File: config.mk
export PLATFORM = sky130hd
export DESIGN_NAME = btn_counter
export DESIGN_NICKNAME = d
export VERILOG_FILES = /design/src/rtl/btn_counter_pkg.sv /design/src/rtl/btn_debounce.sv /design/src/rtl/btn_counter.sv
export SDC_FILE = /design/constraint.sdc
export NUM_CORES = 1
export LEC_CHECK = 0
export ABC_CLOCK_PERIOD_IN_PS = 2400
export CORE_MARGIN = 2
export CORE_UTILIZATION = 58
export CTS_CLUSTER_SIZE = 28
export DETAILED_ROUTE_END_ITERATION = 10
export HOLD_SLACK_MARGIN = 0.06
export PLACE_DENSITY_LB_ADDON = 0.2
export SYNTH_ARGS = -nofsm -noshare
export SYNTH_HDL_FRONTEND = slang
export SYNTH_SLANG_ARGS = --single-unit
File: constraint.sdc
create_clock -name sysclk -period 2.4 [get_ports sysclk]
set_clock_uncertainty 0.05 [all_clocks]
set_input_delay 0.24 -clock sysclk [delete_from_list [all_inputs] [get_ports sysclk]]
set_output_delay 0.24 -clock sysclk [all_outputs]
set_load 0.02 [all_outputs]
File: src/rtl/btn_counter_pkg.sv
`default_nettype none
// ============================================================================
// Module      : btn_counter_pkg
// Description : Shared defaults and the count-operation type for the
//               debounced up/down/clear button counter.
//               Contents:
//                 DEF_WIDTH                    - default counter/LED width
//                 DEF_DEBOUNCE_COUNT_THRESHOLD - default stable-cycle count
//                 DEF_WRAP                     - default overflow behaviour
//                 count_op_e                   - decoded count operation
//                 decode_op()                  - press pulses -> operation
// Revision    : 1.0 - initial release
// ============================================================================
package btn_counter_pkg;

   localparam int DEF_WIDTH                    = 4;
   localparam int DEF_DEBOUNCE_COUNT_THRESHOLD = 300;
   localparam bit DEF_WRAP                     = 1'b1;

   typedef enum logic [1:0] {
      OP_NONE = 2'd0,
      OP_CLR  = 2'd1,
      OP_INC  = 2'd2,
      OP_DEC  = 2'd3
   } count_op_e;

   // Clear dominates; opposing up/down presses in the same cycle cancel out.
   function automatic count_op_e decode_op(input logic clr, input logic up, input logic dn);
      count_op_e op;
      op = OP_NONE;
      if (clr) begin
         op = OP_CLR;
      end else if (up && !dn) begin
         op = OP_INC;
      end else if (dn && !up) begin
         op = OP_DEC;
      end
      return op;
   endfunction

endpackage : btn_counter_pkg
`default_nettype wire

File: src/rtl/btn_debounce.sv
`default_nettype none
// ============================================================================
// Module      : btn_debounce
// Description : Synchronises one raw button, accepts a level change only after
//               it has been stable for DEBOUNCE_COUNT_THRESHOLD cycles, and
//               emits a one-cycle pulse on each accepted press (rising edge).
//               Ports:
//                 sysclk - clock, all state on rising edge
//                 reset  - synchronous active-high reset
//                 btn    - raw asynchronous button input
//                 press  - one-cycle pulse per debounced press
// Revision    : 1.0 - initial release
// ============================================================================
module btn_debounce
   import btn_counter_pkg::*;
#(
   parameter int DEBOUNCE_COUNT_THRESHOLD = DEF_DEBOUNCE_COUNT_THRESHOLD
) (
   input  logic sysclk,
   input  logic reset,
   input  logic btn,
   output logic press
);

   localparam int C_CNT_W = (DEBOUNCE_COUNT_THRESHOLD > 1) ?
                            $clog2(DEBOUNCE_COUNT_THRESHOLD) : 1;
   localparam logic [C_CNT_W-1:0] C_LAST = C_CNT_W'(DEBOUNCE_COUNT_THRESHOLD - 1);
   localparam logic [C_CNT_W-1:0] C_ONE  = C_CNT_W'(1);

   logic               sync1_q;
   logic               sync2_q;
   logic               db_q;
   logic               db_d;
   logic               db_prev_q;
   logic [C_CNT_W-1:0] stable_q;
   logic [C_CNT_W-1:0] stable_d;

   // The stable counter only runs while the synchronised level disagrees with
   // the accepted level; any agreement restarts the qualification window.
   always_comb begin
      db_d     = db_q;
      stable_d = '0;
      if (sync2_q != db_q) begin
         if (stable_q == C_LAST) begin
            db_d     = sync2_q;
            stable_d = '0;
         end else begin
            stable_d = stable_q + C_ONE;
         end
      end
   end

   always_ff @(posedge sysclk) begin
      if (reset) begin
         sync1_q   <= 1'b0;
         sync2_q   <= 1'b0;
         db_q      <= 1'b0;
         db_prev_q <= 1'b0;
         stable_q  <= '0;
      end else begin
         sync1_q   <= btn;
         sync2_q   <= sync1_q;
         db_q      <= db_d;
         db_prev_q <= db_q;
         stable_q  <= stable_d;
      end
   end

   // Rising edge of the debounced level only; releases are silent.
   assign press = db_q & ~db_prev_q;

endmodule : btn_debounce
`default_nettype wire

File: src/rtl/btn_counter.sv
`default_nettype none
// ============================================================================
// Module      : btn_counter
// Description : Up/down/clear counter driven by three debounced push buttons,
//               with optional wrap or saturation and over/underflow pulses.
//               Ports:
//                 sysclk   - clock, all state on rising edge
//                 reset    - synchronous active-high reset
//                 btn_up   - raw button, press increments
//                 btn_down - raw button, press decrements
//                 btn_clr  - raw button, press clears
//                 led      - registered count [WIDTH-1:0]
//                 ovf      - one-cycle pulse on increment request at max
//                 udf      - one-cycle pulse on decrement request at zero
// Revision    : 1.0 - initial release
// ============================================================================
module btn_counter
   import btn_counter_pkg::*;
#(
   parameter int WIDTH                    = DEF_WIDTH,
   parameter int DEBOUNCE_COUNT_THRESHOLD = DEF_DEBOUNCE_COUNT_THRESHOLD,
   parameter bit WRAP                     = DEF_WRAP
) (
   input  logic             sysclk,
   input  logic             reset,
   input  logic             btn_up,
   input  logic             btn_down,
   input  logic             btn_clr,
   output logic [WIDTH-1:0] led,
   output logic             ovf,
   output logic             udf
);

   localparam logic [WIDTH-1:0] C_MAX = {WIDTH{1'b1}};
   localparam logic [WIDTH-1:0] C_ONE = WIDTH'(1);

   logic             w_up_press;
   logic             w_dn_press;
   logic             w_clr_press;
   count_op_e        w_op;
   logic [WIDTH-1:0] count_q;
   logic [WIDTH-1:0] count_d;
   logic             ovf_q;
   logic             ovf_d;
   logic             udf_q;
   logic             udf_d;

   btn_debounce #(
      .DEBOUNCE_COUNT_THRESHOLD (DEBOUNCE_COUNT_THRESHOLD)
   ) u_db_up (
      .sysclk (sysclk),
      .reset  (reset),
      .btn    (btn_up),
      .press  (w_up_press)
   );

   btn_debounce #(
      .DEBOUNCE_COUNT_THRESHOLD (DEBOUNCE_COUNT_THRESHOLD)
   ) u_db_down (
      .sysclk (sysclk),
      .reset  (reset),
      .btn    (btn_down),
      .press  (w_dn_press)
   );

   btn_debounce #(
      .DEBOUNCE_COUNT_THRESHOLD (DEBOUNCE_COUNT_THRESHOLD)
   ) u_db_clr (
      .sysclk (sysclk),
      .reset  (reset),
      .btn    (btn_clr),
      .press  (w_clr_press)
   );

   always_comb begin
      w_op    = decode_op(w_clr_press, w_up_press, w_dn_press);
      count_d = count_q;
      ovf_d   = 1'b0;
      udf_d   = 1'b0;
      case (w_op)
         OP_CLR: begin
            count_d = '0;
         end
         OP_INC: begin
            if (count_q == C_MAX) begin
               // Flag fires whether the count wraps or saturates.
               ovf_d   = 1'b1;
               count_d = WRAP ? '0 : C_MAX;
            end else begin
               count_d = count_q + C_ONE;
            end
         end
         OP_DEC: begin
            if (count_q == '0) begin
               udf_d   = 1'b1;
               count_d = WRAP ? C_MAX : '0;
            end else begin
               count_d = count_q - C_ONE;
            end
         end
         default: begin
            count_d = count_q;
         end
      endcase
   end

   always_ff @(posedge sysclk) begin
      if (reset) begin
         count_q <= '0;
         ovf_q   <= 1'b0;
         udf_q   <= 1'b0;
      end else begin
         count_q <= count_d;
         ovf_q   <= ovf_d;
         udf_q   <= udf_d;
      end
   end

   assign led = count_q;
   assign ovf = ovf_q;
   assign udf = udf_q;

endmodule : btn_counter
`default_nettype wire
==> out/results.txt, run 1 <==
STA classifies the critical path startpoint as a register. A synthesized cell averages 9.42 µm². Largest stage delay on the critical path: 0.38 ns. Most instantiated flip-flop cell in the synthesis netlist: dfxtp_1. Summed over all failing endpoints, the final setup total negative slack is 0 ns. Across all layers, the routed design uses 1567 vias.

Counting the buffers created by CTS gives 5. The die area was 0.00400 mm²; the share of flip-flops with an asynchronous set or reset was 0%. After synthesis, the largest area contributor takes up 44.3% of total cell area. The maximum buffer depth of the clock tree is 2, and the count of yosys warnings during synthesis is 0. For the final-report max-slew violation count, the log shows 0.

In this run the count of I/O pins placed on the die edge is 11. The number of synthesized register bits was 45; the synthesis-to-finish area growth was 9.16%. In this run the tightest slew margin relative to its limit is 62.5%. The global routing usage summed across all routing layers came out at 19.6%. During placement, the flow inserted port buffers numbering 10.

Total power for the finished layout comes to 1.14 mW. The maximum ir drop on the vdd rail is 359 µV, and the maximum level of the CTS H-tree is 2. The post-route netlist has 7.42% of its cells at a drive strength greater than 1. The tools report the global placer's final weighted congestion as 0.876. The sum of routed wire length over all layers is 3510 µm. Leaving out fill and tap cells, the most frequent cells in the layout are dfxtp_1, nand3_1, nor2b_1.

The initial utilization of the core area, before any placement, comes to 60.5%. The number of setup violations in the final report was 0; the antenna diode count was 0. Sorting the synthesized cells by area gives the leading types as dfxtp_1, nor2b_1, ha_1. The tools report the root buffer selected by CTS as clkbuf_4.

After clock tree synthesis, the repair step resized 0 gates. The horizontal extent of the die was 63.2 µm; the vertical extent of the die was 63.2 µm. The worst register-to-register path begins at u_db_down.db_q$_SDFFE_PP0P_. The number of different library cells used by synthesis comes to 46. Area used by multi-input combinational logic: 0.00105 mm². After legalization and detailed placement, the total HPWL measured 2530 µm.

The finished cells cover 0.00222 mm². Cell type of the slowest stage on the worst timing path: ha_1. After floorplanning, the core was divided into 21 placement rows. For the worst setup path, the data required time is 2.60 ns. For the instance area after placement, the log shows 0.00217 mm². The total clock sinks is 45. The library cell with the largest summed area after synthesis is dfxtp_1.

TritonCTS built the clock tree. The logs give 0.35 ns for the clock latency reported for the late side of the worst-skew pair and 305 for the number of filler cells placed in the layout. Data arrives at the worst endpoint at 2.10 ns. The first detailed-routing pass ran for 4 iterations. The top achievable clock speed was 526 MHz; the net count after synthesis was 227. The run gives 1475 as the number of global-route vias before repair. After clock tree synthesis, the clock-pin slew on the worst setup and hold paths is 0.11 ns.

Post-CTS timing repair inserted 0 buffers for setup. The first-pass GRT wire length is 6200 µm. At the pin with the least slew margin, the transition time is 0.560 ns.

The worst path needs 1.90 ns of the cycle, external delays included. The worst hold path begins at btn_up. Across the run, the number of max-cap violations was 0. The run finished with clean final reports. Summing all flip-flop and latch instances after layout gives 901 µm². Entering global routing, the biggest net connects 13 pins. Summed over all cells, the static leakage comes to 0.731 nW. The critical path start-end classification was register to register.

The number of routed nets with antenna violations is 0. The run gives 0 as the count of hold-fix buffers inserted at cts. Fraction of the cycle the final worst path needs: 79.2%. Violation count after the first detailed-route iteration: 91. The per-cell via count in the routed design works out to 5.70. In the routed design, unresolved DRC markers number 0. After the last flow step, the layout net total stands at 240.

The floorplan step defined a core boundary enclosing 0.00336 mm². First element of the critical path: u_db_down.db_q$_SDFFE_PP0P_. Setup repair after global routing left no endpoint under its margin. The number of enable-type register cells in the synthesized netlist was 0; the sequential-to-total area share from yosys stat was 44.3%. The critical-path maximum fanout was 7; the worst hold margin was 0.388 ns. The initial antenna violation count is 0. The post-synthesis instance total is 216. The critical path goes through nor2b_1 > ha_1 > nand2b_1 > or3_1 > a311oi_1. The min-delay analysis places its worst path in the category input pin to register. The logs give 0.00203 mm² for the post-synthesis cell area and 0 for the number of hold violations in the final report. The remaining global-route overflow was 0; the average wire length per cell after detail routing was 12.8 µm. Sort of element at the end of the critical path: a register.

Dividing total power by cell area gives a power density of 513 mW/mm². The tools report the setup slack of the most critical reg-to-reg path as 0.50 ns. The most common cell after layout, fill and taps aside is dfxtp_1.
==> critical path, delay by kind of cell (launching register included) <==
family                   cells  cell delay [ns]
flip-flops                   1             0.35
AND/OR/NAND/NOR              3             0.74
AO/OA/AOI/OAI                1             0.29
adder cells (fa/ha/maj)      1             0.38
==> per-layer routing <==
| metal | vias up | wire (µm) | track usage, % |
|---|---|---|---|
| met2 | 27 | 1710 | 33.5 |
| met3 | 8 | 125 | 6.25 |
| met4 | 0 | 82 | 9.24 |
| li1 | 810 | - | - |
| met1 | 722 | 1600 | 22.1 |
| met5 | - | 0 | 0 |
==> cells in the mapped netlist, types with 5 or more instances <==
cell type,number
dfxtp_1,45
nand3_1,14
nor2b_1,13
inv_1,12
nand2_1,10
or3_1,10
a21oi_1,9
nor2_1,9
o21ai_0,9
xor2_1,7
ha_1,6
nand2b_1,6
nand4_1,6
nor3_1,6
xnor2_1,5
==> metrics by stage <==
step / setup WS, ns / instances / util (%)
2_1_floorplan: 0.721 / 216 / -
3_3_place_gp: 0.669 / 268 / 64.4
3_5_place_dp: 0.548 / 268 / 64.4
4_1_cts: 0.481 / 275 / 66.0
5_1_grt: 0.397 / 275 / 66.0
6_report: 0.500 / 275 / 66.0
==> worst paths after layout <==
path | endpoint | cells after the start
worst min-delay path | u_db_up.sync1_q$_SDFF_PP0_ | 2
worst max-delay path | led[0]$_SDFFE_PP0P_ | 5
worst min register to register | u_db_up.sync2_q$_SDFF_PP0_ | 1
worst max register to register | led[0]$_SDFFE_PP0P_ | 5
==> power breakdown <==
part | switching (mW) | internal, mW | leakage (nW) | total, mW
combinational | 0.0132 | 0.0128 | 0.336 | 0.0260
clock | 0.218 | 0.139 | 0.0314 | 0.356
sequential | 0.00324 | 0.753 | 0.364 | 0.756
==> area by class of cell <==
type                            count  share of cell area [%]
Clock buffer                        7                    2.48
Inverter                           12                    2.03
Multi-Input combinational cell    154                    47.5
Sequential cell                    45                    40.6
Tap cell                           46                    2.59
Timing Repair Buffer               11                    4.85
==> state kept, by name (all words and copies together) (netlist names), 4 cells and up <==
| register | cells |
|---|---|
| u_db_clr.stable_q | 9 |
| u_db_up.stable_q | 9 |
| led | 4 |
| u_db_down.stable_q | 9 |
==> kinds of logic (layout without fill, tap and decap cells) <==
group                      Yosys count  in the layout  synth area share, %
and+or+nand+nor                     93             93                 28.2
DFF                                 45             45                 44.3
AOI/OAI and AO/OA                   39             39                 12.3
buffers and inverters               17             30                 3.87
xor gates and xnor gates            12             12                 5.17
adders and majority gates            6              6                 3.69
muxes                                4              4                 2.52
No activity file was read; power rests on OpenSTA's default activity.
==> inputs of run 2 (changes only) <==
- ABC_CLOCK_PERIOD_IN_PS: 2400 -> 1800
- clock period: 2.4 -> 1.8 ns (I/O delays scaled with it)
==> out/results.txt, run 2 (synthesis results as in run 1) <==
Slew of the pin with the lowest slew margin: 0.320 ns (-0.240 ns). The critical-path maximum fanout was 4 (-3). The critical path start-end classification was register to register.

The remaining global-route overflow was 0 (unchanged). The tools report the cell leakage power as 0.780 nW (+6.8%). For the number of hold violations in the final report, the log shows 0 (unchanged). Post-route core utilization: 68.1% (+2.0 points). Initial cell density of the core: 60.5% (unchanged). The library cell used most frequently in the layout, excluding fill and tap cells, is dfxtp_1. The tools report the relative slew slack as 78.4% (+16 points). The tools report the number of routed nets with antenna violations as 0 (unchanged).

The switching share of total power was 22.5% (+1.9 points). The number of global-route vias before repair was 1604 (+8.7%). The average wire length per cell after detail routing was 13.6 µm (+6.3%); the first-pass GRT wire length was 7020 µm (+13%). The top achievable clock speed was 580 MHz (+10%); the worst path required time was 2.01 ns (-0.59 ns).

Kind of start point of the critical path: a register. The tools report the arrival time of the worst setup path as 1.93 ns (-0.17 ns). The number of remaining DRC errors was 0 (unchanged); the antenna diode count was 0 (unchanged).

The global routing usage summed across all routing layers came out at 21.7% (+2.1 points). Walking the worst path, the cells encountered are nor2b_1 > ha_1 > nand2b_4 > or3_1 > a311oi_1. The post-cts gate resize count is 0 (unchanged), and the detailed-router iteration count before antenna repair is 4 (unchanged). The global placer's final weighted congestion is 0.828 (-5.5%). Die area: 0.00400 mm² (unchanged). The logs give 0.00221 mm² (+2.1%) for the instance area after placement and 2.2% (about the same) for the combinational group share of total power.

The clock latency reported for the late side of the worst-skew pair was 0.35 ns (about the same). The layout cell share with drive strength beyond 1 is 13.1% (+5.7 points), and the area of the core is 0.00336 mm² (unchanged). The cell type of the slowest stage on the worst timing path is or3_1. The tools report the maximum level of the CTS H-tree as 2 (unchanged). The part of the total power dissipated in the clock network was 33.3% (+2.0 points); the reported max-cap violation count was 0 (unchanged).

Count of hold-fix buffers inserted at cts: 0 (unchanged). The fraction of the cycle the final worst path needs came out at 95.7% (+17 points). The placement row count is 21 (unchanged), and the synthesis-to-finish area growth is 12.5%. Clock buffer count from CTS: 5 (unchanged). The maximum ir drop on the vdd rail was 584 µV (+63%); the initial antenna violation count was 0 (unchanged). The final-report max-slew violation count is 0 (unchanged), and the power per cell area is 684 mW/mm² (+33%). Largest stage delay on the critical path: 0.36 ns (-0.02 ns). The clock period minus final worst setup slack works out to 1.72 ns (-0.177 ns).

The worst setup path is captured at a register. The logs give 0.00229 mm² (+3.1%) for the design area and 353 µW (+51%) for the switching power. For the detailed-route via count, the log shows 1637 (+4.5%). In the layout the commonest cells are dfxtp_1, nand3_1, nor2b_1. The flow ran to the end, and the final reports show no timing, DRC or antenna violations.

For the cell-internal power, the log shows 1.21 mW (+34%). The vertical extent of the die was 63.2 µm (unchanged). The share of power burned in registers is 64.4% (-2.0 points). The total clock sinks was 45 (unchanged); the sum of routed wire length over all layers was 3830 µm (+9.0%). The maximum buffer depth of the clock tree was 2 (unchanged); the top-level I/O count was 11 (unchanged).

The number of input and output port buffers inserted came out at 10 (unchanged). CTS placed an instance of clkbuf_4 at the clock tree root. The post-layout total power was 1.57 mW (+38%). The largest registers in the layout are u_db_clr.stable_q (9), u_db_down.stable_q (9), u_db_up.stable_q (9). For the HPWL after detailed placement, the log shows 2780 µm (+10%). TritonCTS built the clock tree. The number of nets in the layout is 246 (+2.5%). The clock transition at the registers of the reported paths was 0.14 ns (+0.03 ns). The path type of the worst min-delay path was input pin to register. For the setup slack of the most critical reg-to-reg path, the log shows 0.08 ns (-0.42 ns). Setup repair after global routing left no endpoint under its margin.

The tools report the setup TNS as 0 ns (unchanged). Horizontal extent of the die: 63.2 µm (unchanged). The per-cell via count in the routed design is 5.80 (+1.9%), and the number of setup violations in the final report is 0 (unchanged).

The logs give 0 (unchanged) for the post-CTS setup-driven buffer insertion count and 133 (+46%) for the violation count after the first detailed-route iteration. The maximum number of pins on one net before global-route repair is 15 (+2).
[run 2: cell types whose count changed in the layout (fill, tap and decap cells not counted), sizes merged]
cell / previous run / this run
clkbuf: 7 / 6
buf: 1 / 7
clkinv: 0 / 2
[run 2: metal layers]
layer  wire (µm)  share of wire [%]  global-route usage, %  up-vias
met5           0                  0                      0        -
met3         129                3.4                   5.71        4
met4          22               0.57                   7.34        0
met2        1930                 50                   36.8       43
met1        1740                 46                   26.8      761
li1            -                  -                      -      829
[run 2: power by group through the flow]
stage	sequential, mW	clock (mW)	combinational, mW
2_1_floorplan	1.03	0	0.0185
3_3_place_gp	1.03	0	0.0340
3_5_place_dp	1.03	0	0.0357
4_1_cts	1.01	0.537	0.0356
5_1_grt	1.01	0.576	0.0394
6_report	1.01	0.522	0.0350
[run 2: worst paths after layout]
path                                                   start                      endpoint  depth (start not counted)
worst min-delay path                                  btn_up    u_db_up.sync1_q$_SDFF_PP0_                          2
worst min register to register  u_db_down.sync1_q$_SDFF_PP0_  u_db_down.sync2_q$_SDFF_PP0_                          1
worst max register to register   u_db_down.db_q$_SDFFE_PP0P_           led[0]$_SDFFE_PP0P_                          5
worst max-delay path             u_db_down.db_q$_SDFFE_PP0P_           led[0]$_SDFFE_PP0P_                          5
[run 2: area by class of cell]
type | instances | area, µm²
fillers | 307 | 1070
inverters | 12 | 45.0
well taps | 46 | 57.6
clock buffers | 6 | 51.3
repair buffers | 17 | 153
flip-flops and latches | 45 | 907
clock inverters | 2 | 13.8
multi-input cells | 154 | 1060
[run 2: worst max-delay path: cells and delay by family (launching register included)]
family	cells	cell delay, ns
adders and majority gates	1	0.30
AOI/OAI and AO/OA	1	0.28
DFF	1	0.35
and+or+nand+nor	3	0.65
[run 2: per-stage QoR]
stage               hold WS, ns  instances  setup WS [ns]
floorplan                 0.213        216          0.121
global placement          0.377        274          0.172
detailed placement        0.379        274         0.0334
CTS                       0.307        282         0.0189
global route              0.333        282         0.0299
finish                    0.319        282         0.0765
==> inputs of run 3 (changes only) <==
- CORE_MARGIN: 2 -> default
- GPL_ROUTABILITY_DRIVEN: default -> 0
==> out/results.txt, run 3 (synthesis results as in run 1) <==
The run gives 3640 µm (-5.0%) as the sum of routed wire length over all layers. The power per cell area is 662 mW/mm² (-3.2%), and the initial cell density of the core is 61.0% (+0.48 points). The number of filler cells placed in the layout came out at 286 (-6.8%). TritonCTS built the clock tree. The setup slack of the most critical reg-to-reg path is 0.08 ns (about the same). The worst register-to-register path ends at u_db_down.stable_q[5]$_SDFF_PP0_.

The largest stage delay on the critical path was 0.67 ns (+0.31 ns); the average wire length per cell after detail routing was 12.9 µm (-5.0%). The number of cells on the worst reg-to-reg path was 4 (-1); the number of hold violations in the final report was 0 (unchanged). The clock period minus final worst setup slack is 1.77 ns (+0.0473 ns), and the worst hold margin is 0.327 ns (+0.00773 ns). The slew of the pin with the lowest slew margin was 0.308 ns (-0.0120 ns); the number of routed nets with antenna violations was 0 (unchanged). The setup TNS came out at 0 ns (unchanged). For the top-level I/O count, the log shows 11 (unchanged). Antenna diode count: 0 (unchanged).

The maximum number of pins on one net before global-route repair was 13 (-2); the vertical extent of the die was 61.2 µm (-3.2%). The run finished with clean final reports. The violation count after the first detailed-route iteration was 105 (-21%); the count of cells along the worst hold path was 2 (unchanged). The run gives 1.54 ns (-0.39 ns) as the arrival time of the worst setup path. The detailed-router iteration count before antenna repair is 4 (unchanged). The critical path start-end classification is register to output port. The largest registers in the layout are u_db_clr.stable_q (9), u_db_down.stable_q (9), u_db_up.stable_q (9). The tightest min-delay check is of the input pin to register type. The global routing usage summed across all routing layers came out at 21.1% (-0.59 points). The critical-path maximum fanout is 9 (+5). For the design area, the log shows 0.00227 mm² (-0.93%). The relative slew slack is 79.2% (+0.81 points).

For the cell total after placement, the log shows 274 (unchanged). The most common cell after layout, fill and taps aside is dfxtp_1. Final-report max-slew violation count: 0 (unchanged). Among all stages on the critical path, the largest delay is contributed by clkdlybuf4s50_1.

The clock transition at the registers of the reported paths works out to 0.12 ns (-0.02 ns). The sort of element at the end of the critical path was an output port. For the detailed-route via count, the log shows 1624 (-0.79%). Post-layout total power: 1.50 mW (-4.1%).

The fraction of the cycle the final worst path needs works out to 98.4% (+2.6 points). Traced cell by cell, the critical path runs through clkdlybuf4s50_1. The instance area after placement came out at 0.00221 mm² (unchanged). The run gives 68.0% (-0.10 points) as the post-route core utilization. The per-cell via count in the routed design was 5.76 (-0.79%). The logs give 0 (unchanged) for the initial antenna violation count and 246 (unchanged) for the number of nets in the layout. The die area is 0.00375 mm² (-6.2%). The smallest setup slack after layout is 0.0292 ns (-0.0473 ns). The worst path required time came out at 1.57 ns (-0.44 ns).

The clock buffer count from CTS was 5 (unchanged); the maximum level of the CTS H-tree was 2 (unchanged). The number of global-route vias before repair was 1414 (-12%). The placement row count is 21 (unchanged).

The tools report the root buffer selected by CTS as clkbuf_4. The worst register-to-register path begins at u_db_down.stable_q[0]$_SDFF_PP0_. The top achievable clock speed came out at 565 MHz (-2.7%). Setup repair after global routing could not meet its margin everywhere. The cell leakage power was 0.767 nW (-1.8%). The HPWL after detailed placement was 2640 µm (-5.0%); the maximum buffer depth of the clock tree was 2 (unchanged).

The run gives 0.00334 mm² (-0.78%) as the area of the core. The number of remaining DRC errors was 0 (unchanged). The run gives 0 (unchanged) as the reported max-cap violation count. The kind of cell with the highest combined delay along the critical path is buffers and inverters.

The run gives 5840 µm (-17%) as the first-pass GRT wire length. The worst setup path is launched from a register. The area growth from synthesis to layout is 11.5%. The horizontal extent of the die is 61.2 µm (-3.2%), and the total clock sinks is 45 (unchanged).

The number of input and output port buffers inserted is 10 (unchanged), and the remaining global-route overflow is 0 (unchanged). The number of buffers and inverters on the critical path was 1 (+1); the clock latency reported for the late side of the worst-skew pair was 0.35 ns (about the same). For the count of hold-fix buffers inserted at cts, the log shows 0 (unchanged). In the layout the commonest cells are dfxtp_1, nand3_1, nor2b_1. The number of setup violations in the final report was 0 (unchanged).

The maximum ir drop on the vdd rail is 447 µV (-24%), and the final standard cell count with taps included and fillers excluded is 282 (unchanged). For hold timing, the worst endpoint is u_db_clr.sync1_q$_SDFF_PP0_. The layout cell share with drive strength beyond 1 is 10.2% (-3.0 points). For the worst slack after detailed placement, the log shows 0.0861 ns (+0.0527 ns). The worst hold path begins at btn_clr.
## run 3: where the power goes
group	leakage (nW)	total, mW	internal, mW	switching (mW)
registers	0.364	1.01	1.00	0.00440
logic	0.376	0.0354	0.0177	0.0177
clock network	0.0265	0.458	0.156	0.301
total	0.767	1.50	1.18	0.324
## run 3: worst max path at each step
stage / cells after the start / start / end / slack (ns)
after detailed placement: 5 / u_db_down.db_q$_SDFFE_PP0P_ / led[0]$_SDFFE_PP0P_ / 0.09
final: 1 / led[0]$_SDFFE_PP0P_ / led[0] / 0.03
after global placement: 5 / u_db_down.db_q$_SDFFE_PP0P_ / led[0]$_SDFFE_PP0P_ / 0.17
after global routing: 1 / led[0]$_SDFFE_PP0P_ / led[0] / -0.002
after CTS: 1 / led[0]$_SDFFE_PP0P_ / led[0] / 0.03
after floorplan: 5 / u_db_down.db_q$_SDFFE_PP0P_ / led[0]$_SDFFE_PP0P_ / 0.12
## run 3: metal layers
layer	track usage (%)	wire length (µm)	vias to the layer above	share of wire [%]
met4	8.44	46	0	1.3
met3	5.04	105	5	2.9
met1	25.5	1680	761	46
li1	-	-	819	-
met5	0	0	-	0
met2	36.2	1800	39	50
## run 3: layout make-up
| class | count | area (µm²) | area share, % |
|---|---|---|---|
| Tap cell | 46 | 57.6 | 2.54 |
| Multi-Input combinational cell | 154 | 1060 | 46.8 |
| Sequential cell | 45 | 902 | 39.8 |
| Inverter | 12 | 45.0 | 1.99 |
| Timing Repair Buffer | 17 | 153 | 6.73 |
| Clock buffer | 8 | 48.8 | 2.15 |
## run 3: what timing repair did
action                     in CTS  in global routing
setup endpoints to repair       0                  2
resized for setup               0                  2
setup buffers                   0                  0
hold endpoints to repair        0                  0
## run 3: worst reg2reg max path, stage by stage (launching register included)
cell	delay, ns
dfxtp_1	0.43
ha_1	0.26
or4b_2	0.61
o211ai_1	0.17
a31oi_1	0.09
